`src/rtl/key_debounce_multi.sv`:
```
// N-channel key debouncer: shared 1 ms timebase, per-key 2-FF synchroniser and
// debounce FSM producing a level plus press/release/long/repeat pulses.
module key_debounce_multi #(
   parameter int unsigned N_KEYS      = 4,
   parameter int unsigned CLK_FREQ_HZ = 50_000_000,
   parameter int unsigned DEBOUNCE_MS = 10,
   parameter int unsigned LONG_MS     = 1000,
   parameter int unsigned REPEAT_MS   = 200,
   parameter bit          ACTIVE_LOW  = 1'b1
) (
   input  logic              clk,
   input  logic              rstn,
   input  logic [N_KEYS-1:0] pin_in,
   output logic [N_KEYS-1:0] key_state,
   output logic [N_KEYS-1:0] press_pulse,
   output logic [N_KEYS-1:0] release_pulse,
   output logic [N_KEYS-1:0] long_pulse,
   output logic [N_KEYS-1:0] repeat_pulse
);

   localparam int unsigned TickDiv = CLK_FREQ_HZ / 1000;
   localparam int unsigned PreW    = (TickDiv > 1) ? $clog2(TickDiv) : 1;
   localparam int unsigned MaxDl   = (DEBOUNCE_MS > LONG_MS) ? DEBOUNCE_MS : LONG_MS;
   localparam int unsigned MaxMs   = (MaxDl > REPEAT_MS) ? MaxDl : REPEAT_MS;
   localparam int unsigned CntW    = $clog2(MaxMs + 1);
   localparam bit          RepEn   = (REPEAT_MS > 0);

   localparam logic [PreW-1:0] PreLast  = PreW'(TickDiv - 1);
   // Each window completes on the tick that would take the count to M.
   localparam logic [CntW-1:0] DbLast   = CntW'(DEBOUNCE_MS - 1);
   localparam logic [CntW-1:0] HeldLast = CntW'(LONG_MS - DEBOUNCE_MS - 1);
   localparam logic [CntW-1:0] RepLast  = CntW'((REPEAT_MS > 0) ? (REPEAT_MS - 1) : 0);
   localparam logic [CntW-1:0] CntMax   = {CntW{1'b1}};

   typedef enum logic [2:0] {
      StIdle,
      StPressDb,
      StHeld,
      StLong,
      StRelDb
   } state_e;

   logic [PreW-1:0]   pre_q, pre_d;
   logic              tick;
   logic [N_KEYS-1:0] sync1_q, sync2_q;
   logic [N_KEYS-1:0] act;

   assign tick = (pre_q == PreLast);

   // Free-running millisecond prescaler, never restarted by key activity.
   always_comb begin
      pre_d = tick ? '0 : pre_q + 1'b1;
   end

   // Prescaler register.
   always_ff @(posedge clk or negedge rstn) begin
      if (!rstn) begin
         pre_q <= '0;
      end else begin
         pre_q <= pre_d;
      end
   end

   // Two-stage synchroniser, reset to the released pin level.
   always_ff @(posedge clk or negedge rstn) begin
      if (!rstn) begin
         sync1_q <= {N_KEYS{ACTIVE_LOW}};
         sync2_q <= {N_KEYS{ACTIVE_LOW}};
      end else begin
         sync1_q <= pin_in;
         sync2_q <= sync1_q;
      end
   end

   assign act = ACTIVE_LOW ? ~sync2_q : sync2_q;

   for (genvar gi = 0; gi < N_KEYS; gi++) begin : g_chan
      state_e            state_q, state_d;
      logic [CntW-1:0]   cnt_q, cnt_d, cnt_inc;
      logic              was_long_q, was_long_d;
      logic              key_q, key_d;
      logic              press_q, press_d;
      logic              rel_q, rel_d;
      logic              long_q, long_d;
      logic              rep_q, rep_d;

      // Next state and registered outputs; a change of act always beats a
      // window completing in the same cycle.
      always_comb begin
         cnt_inc    = (tick && (cnt_q != CntMax)) ? cnt_q + 1'b1 : cnt_q;
         state_d    = state_q;
         cnt_d      = cnt_inc;
         was_long_d = was_long_q;
         key_d      = key_q;
         press_d    = 1'b0;
         rel_d      = 1'b0;
         long_d     = 1'b0;
         rep_d      = 1'b0;
         case (state_q)
            StIdle: begin
               cnt_d = '0;
               if (act[gi]) begin
                  state_d = StPressDb;
               end
            end
            StPressDb: begin
               if (!act[gi]) begin
                  state_d = StIdle;
                  cnt_d   = '0;
               end else if (tick && (cnt_q == DbLast)) begin
                  state_d = StHeld;
                  cnt_d   = '0;
                  key_d   = 1'b1;
                  press_d = 1'b1;
               end
            end
            StHeld: begin
               if (!act[gi]) begin
                  state_d = StRelDb;
                  cnt_d   = '0;
               end else if (tick && (cnt_q == HeldLast)) begin
                  state_d    = StLong;
                  cnt_d      = '0;
                  was_long_d = 1'b1;
                  long_d     = 1'b1;
               end
            end
            StLong: begin
               if (!act[gi]) begin
                  state_d = StRelDb;
                  cnt_d   = '0;
               end else if (RepEn && tick && (cnt_q == RepLast)) begin
                  cnt_d = '0;
                  rep_d = 1'b1;
               end
            end
            StRelDb: begin
               if (act[gi]) begin
                  state_d = was_long_q ? StLong : StHeld;
                  cnt_d   = '0;
               end else if (tick && (cnt_q == DbLast)) begin
                  state_d    = StIdle;
                  cnt_d      = '0;
                  key_d      = 1'b0;
                  was_long_d = 1'b0;
                  rel_d      = 1'b1;
               end
            end
            default: begin
               state_d = StIdle;
               cnt_d   = '0;
            end
         endcase
      end

      // Per-channel state, counter and output registers.
      always_ff @(posedge clk or negedge rstn) begin
         if (!rstn) begin
            state_q    <= StIdle;
            cnt_q      <= '0;
            was_long_q <= 1'b0;
            key_q      <= 1'b0;
            press_q    <= 1'b0;
            rel_q      <= 1'b0;
            long_q     <= 1'b0;
            rep_q      <= 1'b0;
         end else begin
            state_q    <= state_d;
            cnt_q      <= cnt_d;
            was_long_q <= was_long_d;
            key_q      <= key_d;
            press_q    <= press_d;
            rel_q      <= rel_d;
            long_q     <= long_d;
            rep_q      <= rep_d;
         end
      end

      assign key_state[gi]     = key_q;
      assign press_pulse[gi]   = press_q;
      assign release_pulse[gi] = rel_q;
      assign long_pulse[gi]    = long_q;
      assign repeat_pulse[gi]  = rep_q;
   end

endmodule

```
`config.mk`:
```
export PLATFORM = sky130hd
export DESIGN_NAME = key_debounce_multi
export DESIGN_NICKNAME = d
export VERILOG_FILES = /design/src/rtl/key_debounce_multi.sv
export SDC_FILE = /design/constraint.sdc
export NUM_CORES = 1
export LEC_CHECK = 0
export CORE_AREA = 5 5 131 133
export DETAILED_ROUTE_END_ITERATION = 8
export DIE_AREA = 0 0 136 138
export GPL_TIMING_DRIVEN = 1
export PLACE_DENSITY = 0.6
export SYNTH_ARGS = -nofsm -noshare
export SYNTH_HDL_FRONTEND = slang
export SYNTH_SLANG_ARGS = --single-unit
```
`constraint.sdc`:
```
create_clock -name clk -period 2.9 [get_ports clk]
set_input_delay 0.87 -clock clk [delete_from_list [all_inputs] [get_ports clk]]
set_output_delay 0.87 -clock clk [all_outputs]
set_load 0.05 [all_outputs]
```
Yosys cells after proc, flatten, opt, wreduce, memory -nomap -nowiden
Cells that the tools add are included.
{"block": "totals", "regBits": 100, "input_bits": 6, "output_inout_bits": 20, "elab_cells": 311}
{"block": "op_classes", "add_sub_neg": 5, "bitwise": 1, "n_eq_ne": 77, "mux": 153, "n_reduce_logical": 40}
{"operator": "$mux W10", "count": 32}
{"operator": "$pmux W10 S4", "count": 4}
{"operator": "$mux W3", "count": 32}
{"operator": "$mux W1", "count": 72}
{"operator": "$ne A2 B2 Y1 const B", "count": 32}
{"operator": "$pmux W3 S5", "count": 4}
{"operator": "$reduce_and A5 Y1", "count": 12}
{"operator": "$add A10 B1 Y10 const B", "count": 4}
{"operator": "$eq A10 B10 Y1 const B", "count": 4}
{"operator": "$eq A10 B4 Y1 const B", "count": 4}
{"operator": "$eq A10 B8 Y1 const B", "count": 4}
{"operator": "$ne A10 B10 Y1 const B", "count": 4}
{"operator": "$ne A3 B3 Y1 const B", "count": 12}
{"operator": "$eq A3 B2 Y1 const B", "count": 8}
{"operator": "$add A16 B1 Y16 const B", "count": 1}
{"operator": "$eq A16 B16 Y1 const B", "count": 1}
{"operator": "$logic_and A1 B1 Y1", "count": 16}
{"operator": "$mux W16", "count": 1}
{"operator": "$pmux W1 S2", "count": 8}
{"operator": "$reduce_bool A2 Y1", "count": 8}
{"operator": "$eq A3 B1 Y1 const B", "count": 4}
{"operator": "$eq A3 B3 Y1 const B", "count": 4}
{"operator": "$logic_not A3 Y1", "count": 4}
{"operator": "$not A4 Y4", "count": 1}

Logic depth before layout (Yosys ltp)
Gate-level depths: netlist of run 1.
{"block": "depth", "ltp_word": 6, "depth_mapped": 8, "depth_no_buf": 7}

Worst setup path before layout of run 1
Ideal clock, no wire load.
{"block": "synth_path", "path_kind": "register -> register", "from": "register pre_q[4]", "to": "register g_chan[2].cnt_q[0]", "path_slack_ps": 429, "path_buffers": 0, "stages_incl_launch_ff": 6, "t_arrival_ps": 2335, "synth_period_minus_slack_ps": 2471, "setup_ps": 136, "t_required_ps": 2764, "path_cell_list": "dfrtp_1 > or4b_4 > or4_4 > a311o_1 > a221oi_4 > nor2_1"}
{"block": "synth_between", "elab_chain_cells": 6, "elab_cells_between_ends": 14, "cone_classes": "eq/ne (1); mux (9); reduce/logical (4)"}
{"item": "from (decl)", "line": "43", "rtl": "logic [PreW-1:0] pre_q, pre_d;"}
{"item": "from (signal assigned)", "line": "60", "rtl": "pre_q <= pre_d;"}
{"item": "$eq A16 B16 Y1 *", "line": "48", "rtl": "assign tick = (pre_q == PreLast);"}
{"item": "$logic_and A1 B1 Y1", "line": "90", "rtl": "cnt_inc = (tick && (cnt_q != CntMax)) ? cnt_q + 1'b1 : cnt_q;"}
{"item": "$mux W10", "line": "90"}
{"item": "$mux W10 (on tied branches) (2 in series)"}
{"item": "$pmux W10 S4 *", "line": "99", "rtl": "case (state_q)"}
{"item": "via g_chan[2].cnt_d[0]", "line": "79", "rtl": "logic [CntW-1:0] cnt_q, cnt_d, cnt_inc;"}
{"item": "to (signal assigned)", "line": "169", "rtl": "cnt_q <= cnt_d;"}
{"item": "to (decl)", "line": "79"}
The timed path passes the listed nets; every way through them passes the cells marked *.
A chain may end at the register's enable or synchronous reset.

Final worst setup path of run 1
{"block": "layout_path", "from": "register pre_q[4]", "to": "register g_chan[2].cnt_q[3]"}
The elaborated chain is that of the path after synthesis.

==> results.toml, run 1 <==
[run]
drv_cap = 0

[critical_path]
critPathKind = "register to register"
path_delay_family = "simple AND/OR/NAND/NOR gates"
arrival_ps = 2940
crit_fanout = 10
r2r-start = "pre_q[4]"
worst-path-buf-inv = 0
start_kind = "register"
crit_start = "pre_q[4]"
slowest_stage = "or4_4"
cp.required_ps = 3120
path_cells = "or4b_4, or4_4, a311o_1, a221oi_4, nor2_1"
end_kind = "register"
cpPeakStageDelay_ps = 630

[sta]
tns_ps = 0
fin_worst_skew_ps = 9.19
final_hold_viol_count = 0
drv_slew = 0
setup_viol = 0
max-slew-margin-rel = 0.630
period_minus_slack_ps = 2730
tightestPinTransition_ps = 549
fin_ws_ps = 172
fmax_mhz = 367
post-route-period-util = 0.941
rsz0062_at_grt = "false"
holdWs_ps = 355

[power]
power_density_nw_per_um2 = 554
ir_drop_mv = 0.315
switching_power_uw = 882
p_comb_frac = 0.136
power_frac_clock = 0.407
internal_power_mw = 2.50
swShare = 0.261
p_seq_frac = 0.458
p_leak_nw = 2.45

[place]
hpwl_mm = 7.58
place_ws_ps = 155
dpl_cell_area_um2 = 5770
gp_congestion = 0.872
port_buffers = 25

[logic_synthesis]
synth-edff-count = 0
synth_flop_cell = "dfrtp_1"
syn_inst = 572
syn-num-nets = 587
yosysTopAreaCell = "dfrtp_1"
synth_common_cells = "dfrtp_1, nor2_1, nand2_1"
synth_cell_types = 63
synth_top_area_share = 0.424
yosysWarnings = 0
synth_most_common_cell = "dfrtp_1"
postSynthAreaPerCell_um2 = 9.50
syn_area_um2 = 5430
postSynth.asyncResetShare = 1.00
synth-seq-cells = 100
seq_area_frac_synth = 0.462
yosys-top-cells-area = "dfrtp_1, nor2_1, xor2_1"

[clock_tree]
clockBufferDepth = 2
clock_latency_ps = 350
cts_resized = 0
clkSinkCount = 100
clk_root_buffer_cell = "clkbuf_16"
holdBufCountCts = 0
htreeDepth = 3
clkTransAtPathRegs_ps = 70
numCtsBuffers = 9
tritoncts = "built"
post_cts_buffers = 0

[die]
core_um2 = 15700
dieArea_um2 = 18800
fp.dieH_um = 138
fp-row-count = 46
fp.dieW_um = 136
start_util = 0.346
io_pins = 26

[cells_and_area]
syn_to_final_growth_pct = 12.4
final_cell_area_um2 = 6110
final_util = 0.389
n_antenna_cell = 0
drive_gt1_frac = 0.0927
n_fill_cell = 1549
layout.nets = 583

[hold_path]
hp-class = "register to register"
hp-start = "sync1_q[3]"

[drt]
wl_per_cell_um = 13.7
drc = 0
vias = 4052
vias_per_cell = 5.14
drt_iter0_markers = 411
finalWirelength_mm = 10.8
drtPass1Iterations = 4
ant_nets = 0

[global_routing]
grt_overflow = 0
grt_pass1_vias = 3941
grt_max_degree = 38
grt_use_total = 0.121
grt_pass1_wl_mm = 18.7
antenna_found_initial = 0

[status]
status = "complete, no violations"
[flip-flops by register name, indices dropped and copies added (netlist names)]
name,flops
g_chan.long_q,4
sync1_q,4
g_chan.rep_q,4
g_chan.cnt_q,40
g_chan.press_q,4
g_chan.rel_q,4
g_chan.key_q,4
g_chan.was_long_q,4
g_chan.state_q,12
pre_q,16
sync2_q,4
[routing by layer]
layer,global-route usage,wire length (um),vias up
li1,-,-,1998
met1,0.154,5020,1963
met2,0.193,5150,73
met3,0.0396,442,18
met4,0.0408,201,0
met5,0,0,-
[final cells by class]
class | count | area [um^2] | share of cell area
timing repair buffer | 33 | 333 | 0.0545
multi-input combinational | 410 | 2600 | 0.426
clock inverter | 4 | 97.6 | 0.0160
sequential | 100 | 2510 | 0.411
tap | 216 | 270 | 0.0443
inverter | 14 | 52.6 | 0.00860
clock buffer | 11 | 243 | 0.0397
[power by group through the flow]
| stage | clock (mW) | sequential [mW] | combinational, mW |
|---|---|---|---|
| global route | 1.49 | 1.56 | 0.519 |
| finish | 1.37 | 1.55 | 0.458 |
| CTS | 1.43 | 1.54 | 0.464 |
| floorplan | 0 | 1.48 | 0.403 |
| global placement | 0 | 1.56 | 0.456 |
| detailed placement | 0 | 1.57 | 0.465 |
[cells in the final DEF (no fill, tap or decap), types with 3 or more instances in the layout]
cell type,instances
a21oi_1,11
or3b_2,4
a31oi_1,8
o21ai_0,11
or4b_2,3
nand2b_1,10
or3_1,8
and3_1,11
nand3_1,24
clkbuf_16,9
nor3b_1,8
nor4_1,10
xnor2_1,19
nor2_1,82
and2_1,6
bufinv_16,3
inv_1,14
a211oi_1,6
buf_4,7
nor2b_1,7
a22oi_1,3
nor3_1,16
or2_2,3
or4_1,4
nand4_1,26
dfrtp_1,92
nor4b_1,4
and4_1,6
clkdlybuf4s50_1,24
dfstp_2,8
nand2_1,40
xor2_1,27
ha_1,9
[final timing paths]
kind                                       to  slack, ps  cells after the start
setup / recovery           g_chan[2].cnt_q[3]        170                      5
hold / removal                     sync2_q[3]        350                      0
setup reg to reg           g_chan[2].cnt_q[3]        170                      5
hold reg to reg                    sync2_q[3]        350                      0
max in group asynchronous          sync2_q[3]       1820                      2
min in group asynchronous     g_chan[0].key_q        430                      1
[cell families (layout without fill, tap and decap cells)]
| group | count (synthesis) | in the layout | share of synthesized area |
|---|---|---|---|
| AOI/OAI and AO/OA | 63 | 63 | 0.0824 |
| xor gates and xnor gates | 46 | 46 | 0.0741 |
| adders and majority gates | 9 | 9 | 0.0207 |
| buffers and inverters | 62 | 62 | 0.0594 |
| DFF | 100 | 100 | 0.462 |
| muxes | 2 | 2 | 0.00368 |
| and+or+nand+nor | 290 | 290 | 0.297 |
[metrics by stage]
| step | instances | power, mW |
|---|---|---|
| finish | 788 | 3.38 |
| global route | 788 | 3.57 |
| CTS | 788 | 3.43 |
| detailed placement | 773 | 2.03 |
| global placement | 773 | 2.02 |
| floorplan | 572 | 1.89 |
Power figures use the tool's default switching activity.
==> run 2: changes to the inputs <==
--- a/config.mk
+++ b/config.mk
@@ -5,9 +5,9 @@
 export SDC_FILE = /design/constraint.sdc
 export NUM_CORES = 1
 export LEC_CHECK = 0
-export CORE_AREA = 5 5 131 133
+export CORE_AREA = 2 2 128 130
 export DETAILED_ROUTE_END_ITERATION = 8
-export DIE_AREA = 0 0 136 138
+export DIE_AREA = 0 0 130 132
 export GPL_TIMING_DRIVEN = 1
 export PLACE_DENSITY = 0.6
 export SYNTH_ARGS = -nofsm -noshare
==> run 2 against run 1 <==
Sequential share of layout area up 0.20 points; non-clock buffer count up 5; worst setup slack better by 44 ps; register-to-register slack better by 40 ps; first-iteration DRC count down 22%; sequential power about the same; final area down 0.49%; clock skew down 4.0 ps; largest power group unchanged; power down 5.9%; flip-flop and latch count unchanged; highest routed layer unchanged; clock power down 15%.
==> results.toml, run 2 (same netlist as run 1, synthesis figures left out) <==
[sta]
drv_slew = 0
tightestPinTransition_ps = 524
fin_worst_skew_ps = 5.21
rsz0062_at_grt = "false"
tns_ps = 0
period_minus_slack_ps = 2680
post-route-period-util = 0.926
final_hold_viol_count = 0
fmax_mhz = 373
setup_viol = 0
max-slew-margin-rel = 0.647

[cells_and_area]
layout.nets = 588
largest_reg_flops = 40
n_fill_cell = 1578
drive_gt1_frac = 0.100
syn_to_final_growth_pct = 11.8
layout_commonest_cell = "dfrtp_1"
top_regs = "g_chan.cnt_q (40), pre_q (16), g_chan.state_q (12)"
layout_common_cells = "dfrtp_1, nor2_1, nand2_1, xor2_1, nand4_1"
final_cell_area_um2 = 6080
fin_cells = 794
n_antenna_cell = 0
regMostFlops = "g_chan.cnt_q"

[drt]
vias = 4115
drc = 0
wl_met2_mm = 5.15
drt_iter0_markers = 321
dr_wl_met3_um = 438
finalWirelength_mm = 10.7
vias_per_cell = 5.18
ant_nets = 0
wl_per_cell_um = 13.5
highest_layer = "met4"
wl_met1_mm = 5.00
drtPass1Iterations = 5

[clock_tree]
clock_latency_ps = 340
clockBufferDepth = 2
clkSinkCount = 100
numCtsBuffers = 9
post_cts_buffers = 0
clk_root_buffer_cell = "clkbuf_16"
cts_resized = 0
clkTransAtPathRegs_ps = 70
holdBufCountCts = 0
tritoncts = "built"
htreeDepth = 3

[critical_path]
start_kind = "register"
end_kind = "register"
cp.required_ps = 3120
crit_fanout = 13
arrival_ps = 2900
critPathKind = "register to register"

[power]
power_density_nw_per_um2 = 523
fin_total_pwr_mw = 3.18
ir_drop_mv = 0.314
p_leak_nw = 2.45

[place]
hpwl_mm = 7.40
gp_congestion = 0.839
port_buffers = 25
dpl_cell_area_um2 = 5780
dp_cells = 776

[global_routing]
grt_overflow = 0
grt_use_total = 0.131
antenna_found_initial = 0
grt_pass1_vias = 3924
grt_pass1_wl_mm = 18.4
grt_max_degree = 48

[die]
io_pins = 26
core_um2 = 15700
fp-row-count = 46
fp.dieH_um = 132
dieArea_um2 = 17200
fp.dieW_um = 130
start_util = 0.346

[run]
drv_cap = 0

[status]
status = "complete, no violations"

[hold_path]
hp-class = "register to register"
==> run 2: cell types whose count changed in the layout (fill, tap and decap cells not counted), sizes merged <==
cell | before | now
clkinv | 0 | 3
buf | 9 | 14
bufinv | 3 | 1
==> run 2: layer usage <==
layer,vias to the layer above,global-route usage
met2,88,0.203
met4,0,0.0358
met3,12,0.0394
li1,2003,-
met5,-,0
met1,2012,0.176
==> run 2: final cells by class <==
cell class,count,area (um^2),share of cell area
multi-input cells,410,2600,0.428
well taps,216,270,0.0445
clock inverters,5,52.6,0.00865
clock buffers,11,233,0.0383
repair buffers,38,358,0.0589
inverters,14,52.6,0.00865
flip-flops and latches,100,2510,0.413
==> run 2: final timing paths <==
path / start / to / slack, ps / depth (start not counted)
max: pre_q[4] / g_chan[2].cnt_q[1] / 220 / 6
min: sync1_q[0] / sync2_q[0] / 360 / 0
max reg2reg: pre_q[4] / g_chan[2].cnt_q[1] / 220 / 6
min reg2reg: sync1_q[0] / sync2_q[0] / 360 / 0
max in group asynchronous: rstn / sync1_q[2] / 1750 / 2
min in group asynchronous: rstn / pre_q[15] / 450 / 1
==> run 2: metrics by stage <==
step	hold WS [ps]	setup WS [ps]	util
2_1_floorplan	345	429	-
3_3_place_gp	346	176	0.368
3_5_place_dp	348	105	0.368
4_1_cts	357	111	0.386
5_1_grt	362	128	0.387
6_report	356	216	0.387
==> run 2: worst max-delay path: stages, from the launching register on <==
cell and delay, ps:
dfrtp_1 420, or4b_4 590, or4_4 660, a311o_1 350, a221oi_4 310, buf_4 180, a311oi_1 40
==> run 2: power by group <==
| part | internal [mW] | switching [mW] | total, mW |
|---|---|---|---|
| Clock | 0.665 | 0.509 | 1.17 |
| Sequential | 1.44 | 0.0994 | 1.54 |
| Combinational | 0.197 | 0.267 | 0.464 |
==> run 3: changes to the inputs <==
--- a/config.mk
+++ b/config.mk
@@ -5,11 +5,13 @@
 export SDC_FILE = /design/constraint.sdc
 export NUM_CORES = 1
 export LEC_CHECK = 0
+export CAP_MARGIN = 20
 export CORE_AREA = 2 2 128 130
 export DETAILED_ROUTE_END_ITERATION = 8
 export DIE_AREA = 0 0 130 132
+export DONT_BUFFER_PORTS = 1
 export GPL_TIMING_DRIVEN = 1
-export PLACE_DENSITY = 0.6
+export PLACE_DENSITY = 0.57
 export SYNTH_ARGS = -nofsm -noshare
 export SYNTH_HDL_FRONTEND = slang
 export SYNTH_SLANG_ARGS = --single-unit
==> run 3 against run 2 <==
Final area shrank 5.2%; worst setup slack lost 25 ps; critical path depth shrank 1; register-to-register slack lost 20 ps; core utilization shrank 2.0 points; power shrank 3.1%; clock power shrank 5%; critical endpoint is now g_chan[2].cnt_q[8].
==> results.toml, run 3 (same netlist as run 1, synthesis figures left out) <==
[critical_path]
worst-path-buf-inv = 0
path_cells = "or4b_4, or4_4, a311o_1, a221oi_4, nor2_1"
end_kind = "register"
crit_start = "pre_q[4]"
critPathKind = "register to register"
cp.required_ps = 3110
start_kind = "register"
path_delay_family = "simple AND/OR/NAND/NOR gates"
cpPeakStageDelay_ps = 610
arrival_ps = 2920
r2r-start = "pre_q[4]"
slowest_stage = "or4_4"
crit_fanout = 10

[die]
fp-row-count = 46
core_um2 = 15700
io_pins = 26
fp.dieW_um = 130
fp.dieH_um = 132
dieArea_um2 = 17200
start_util = 0.346

[drt]
vias_per_cell = 5.22
finalWirelength_mm = 10.8
ant_nets = 0
drt_iter0_markers = 249
vias = 3985
drtPass1Iterations = 5
drc = 0
wl_per_cell_um = 14.1

[cells_and_area]
regMostFlops = "g_chan.cnt_q"
layout_common_cells = "dfrtp_1, nor2_1, nand2_1, xor2_1, nand4_1"
drive_gt1_frac = 0.0931
seqCellArea_um2 = 2510
largest_reg_flops = 40
multi_input_area_um2 = 2600
layout_commonest_cell = "dfrtp_1"
n_fill_cell = 1568
syn_to_final_growth_pct = 5.99
n_antenna_cell = 0
top_regs = "g_chan.cnt_q (40), pre_q (16), g_chan.state_q (12)"
layout.nets = 558

[clock_tree]
clk_root_buffer_cell = "clkbuf_16"
cts_resized = 0
numCtsBuffers = 9
clkTransAtPathRegs_ps = 60
clockBufferDepth = 2
clkSinkCount = 100
post_cts_buffers = 0
clock_latency_ps = 350
tritoncts = "built"
holdBufCountCts = 0
htreeDepth = 3

[hold_path]
hp-class = "input port to async pin"

[sta]
post-route-period-util = 0.934
fin_ws_ps = 191
fin_worst_skew_ps = 8.06
tightestPinTransition_ps = 543
fmax_mhz = 369
setup_viol = 0
drv_slew = 0
period_minus_slack_ps = 2710
max-slew-margin-rel = 0.635
final_hold_viol_count = 0
tns_ps = 0
rsz0062_at_grt = "false"

[run]
drv_cap = 0

[power]
ir_drop_mv = 0.264
p_leak_nw = 2.32
power_density_nw_per_um2 = 535

[global_routing]
grt_use_total = 0.133
grt_max_degree = 101
grt_pass1_vias = 3882
antenna_found_initial = 0
grt_overflow = 0
grt_pass1_wl_mm = 18.5

[place]
port_buffers = 0
hpwl_mm = 7.05
gp_congestion = 0.855
place_ws_ps = 186

[status]
status = "complete, no violations"
## run 3: changes by cell type in the layout (fill, tap and decap cells not counted)
cell             previous run  this run
bufinv_16                   1         0
clkbuf_8                    0         1
buf_4                      13         8
clkdlybuf4s50_1            24         0
buf_12                      1         0
clkinvlp_4                  1         0
clkbuf_1                    2         3
## run 3: stage by stage
step	std cells	total power, mW	utilization	hold slack [ps]	area (um^2)
after floorplan	572	1.89	-	345	5430
after global placement	748	1.98	0.350	347	5490
after detailed placement	748	1.99	0.350	347	5490
after CTS	764	3.13	0.367	195	5760
after global routing	764	3.25	0.367	190	5760
final	764	3.08	0.367	214	5760
## run 3: power by group
part           leakage, nW  internal [mW]  total, mW  switching, mW
clock                0.133          0.602       1.11          0.509
sequential            1.35           1.44       1.55          0.102
combinational        0.844          0.183      0.426          0.243
## run 3: path summary, 6_finish.rpt
check,endpoint,slack [ps],cells after the start
max reg2reg,g_chan[2].cnt_q[8],190,5
max,g_chan[2].cnt_q[8],190,5
min,g_chan[0].cnt_q[5],210,0
max in group asynchronous,sync2_q[1],2390,0
min reg2reg,sync2_q[0],350,0
min in group clk,sync2_q[0],350,0
## run 3: area by class of cell
| type | instances | share of cell area |
|---|---|---|
| clock inverter | 3 | 0.00261 |
| tap | 216 | 0.0469 |
| sequential | 100 | 0.436 |
| multi-input combinational | 410 | 0.451 |
| clock buffer | 13 | 0.0434 |
| inverter | 14 | 0.00912 |
| timing repair buffer | 8 | 0.0104 |
## run 3: layer usage
layer | wire length, um | vias up | track usage
met4 | 245 | 0 | 0.0609
met5 | 0 | - | 0
met3 | 326 | 16 | 0.0268
met2 | 4910 | 60 | 0.200
li1 | - | 1953 | -
met1 | 5280 | 1956 | 0.184
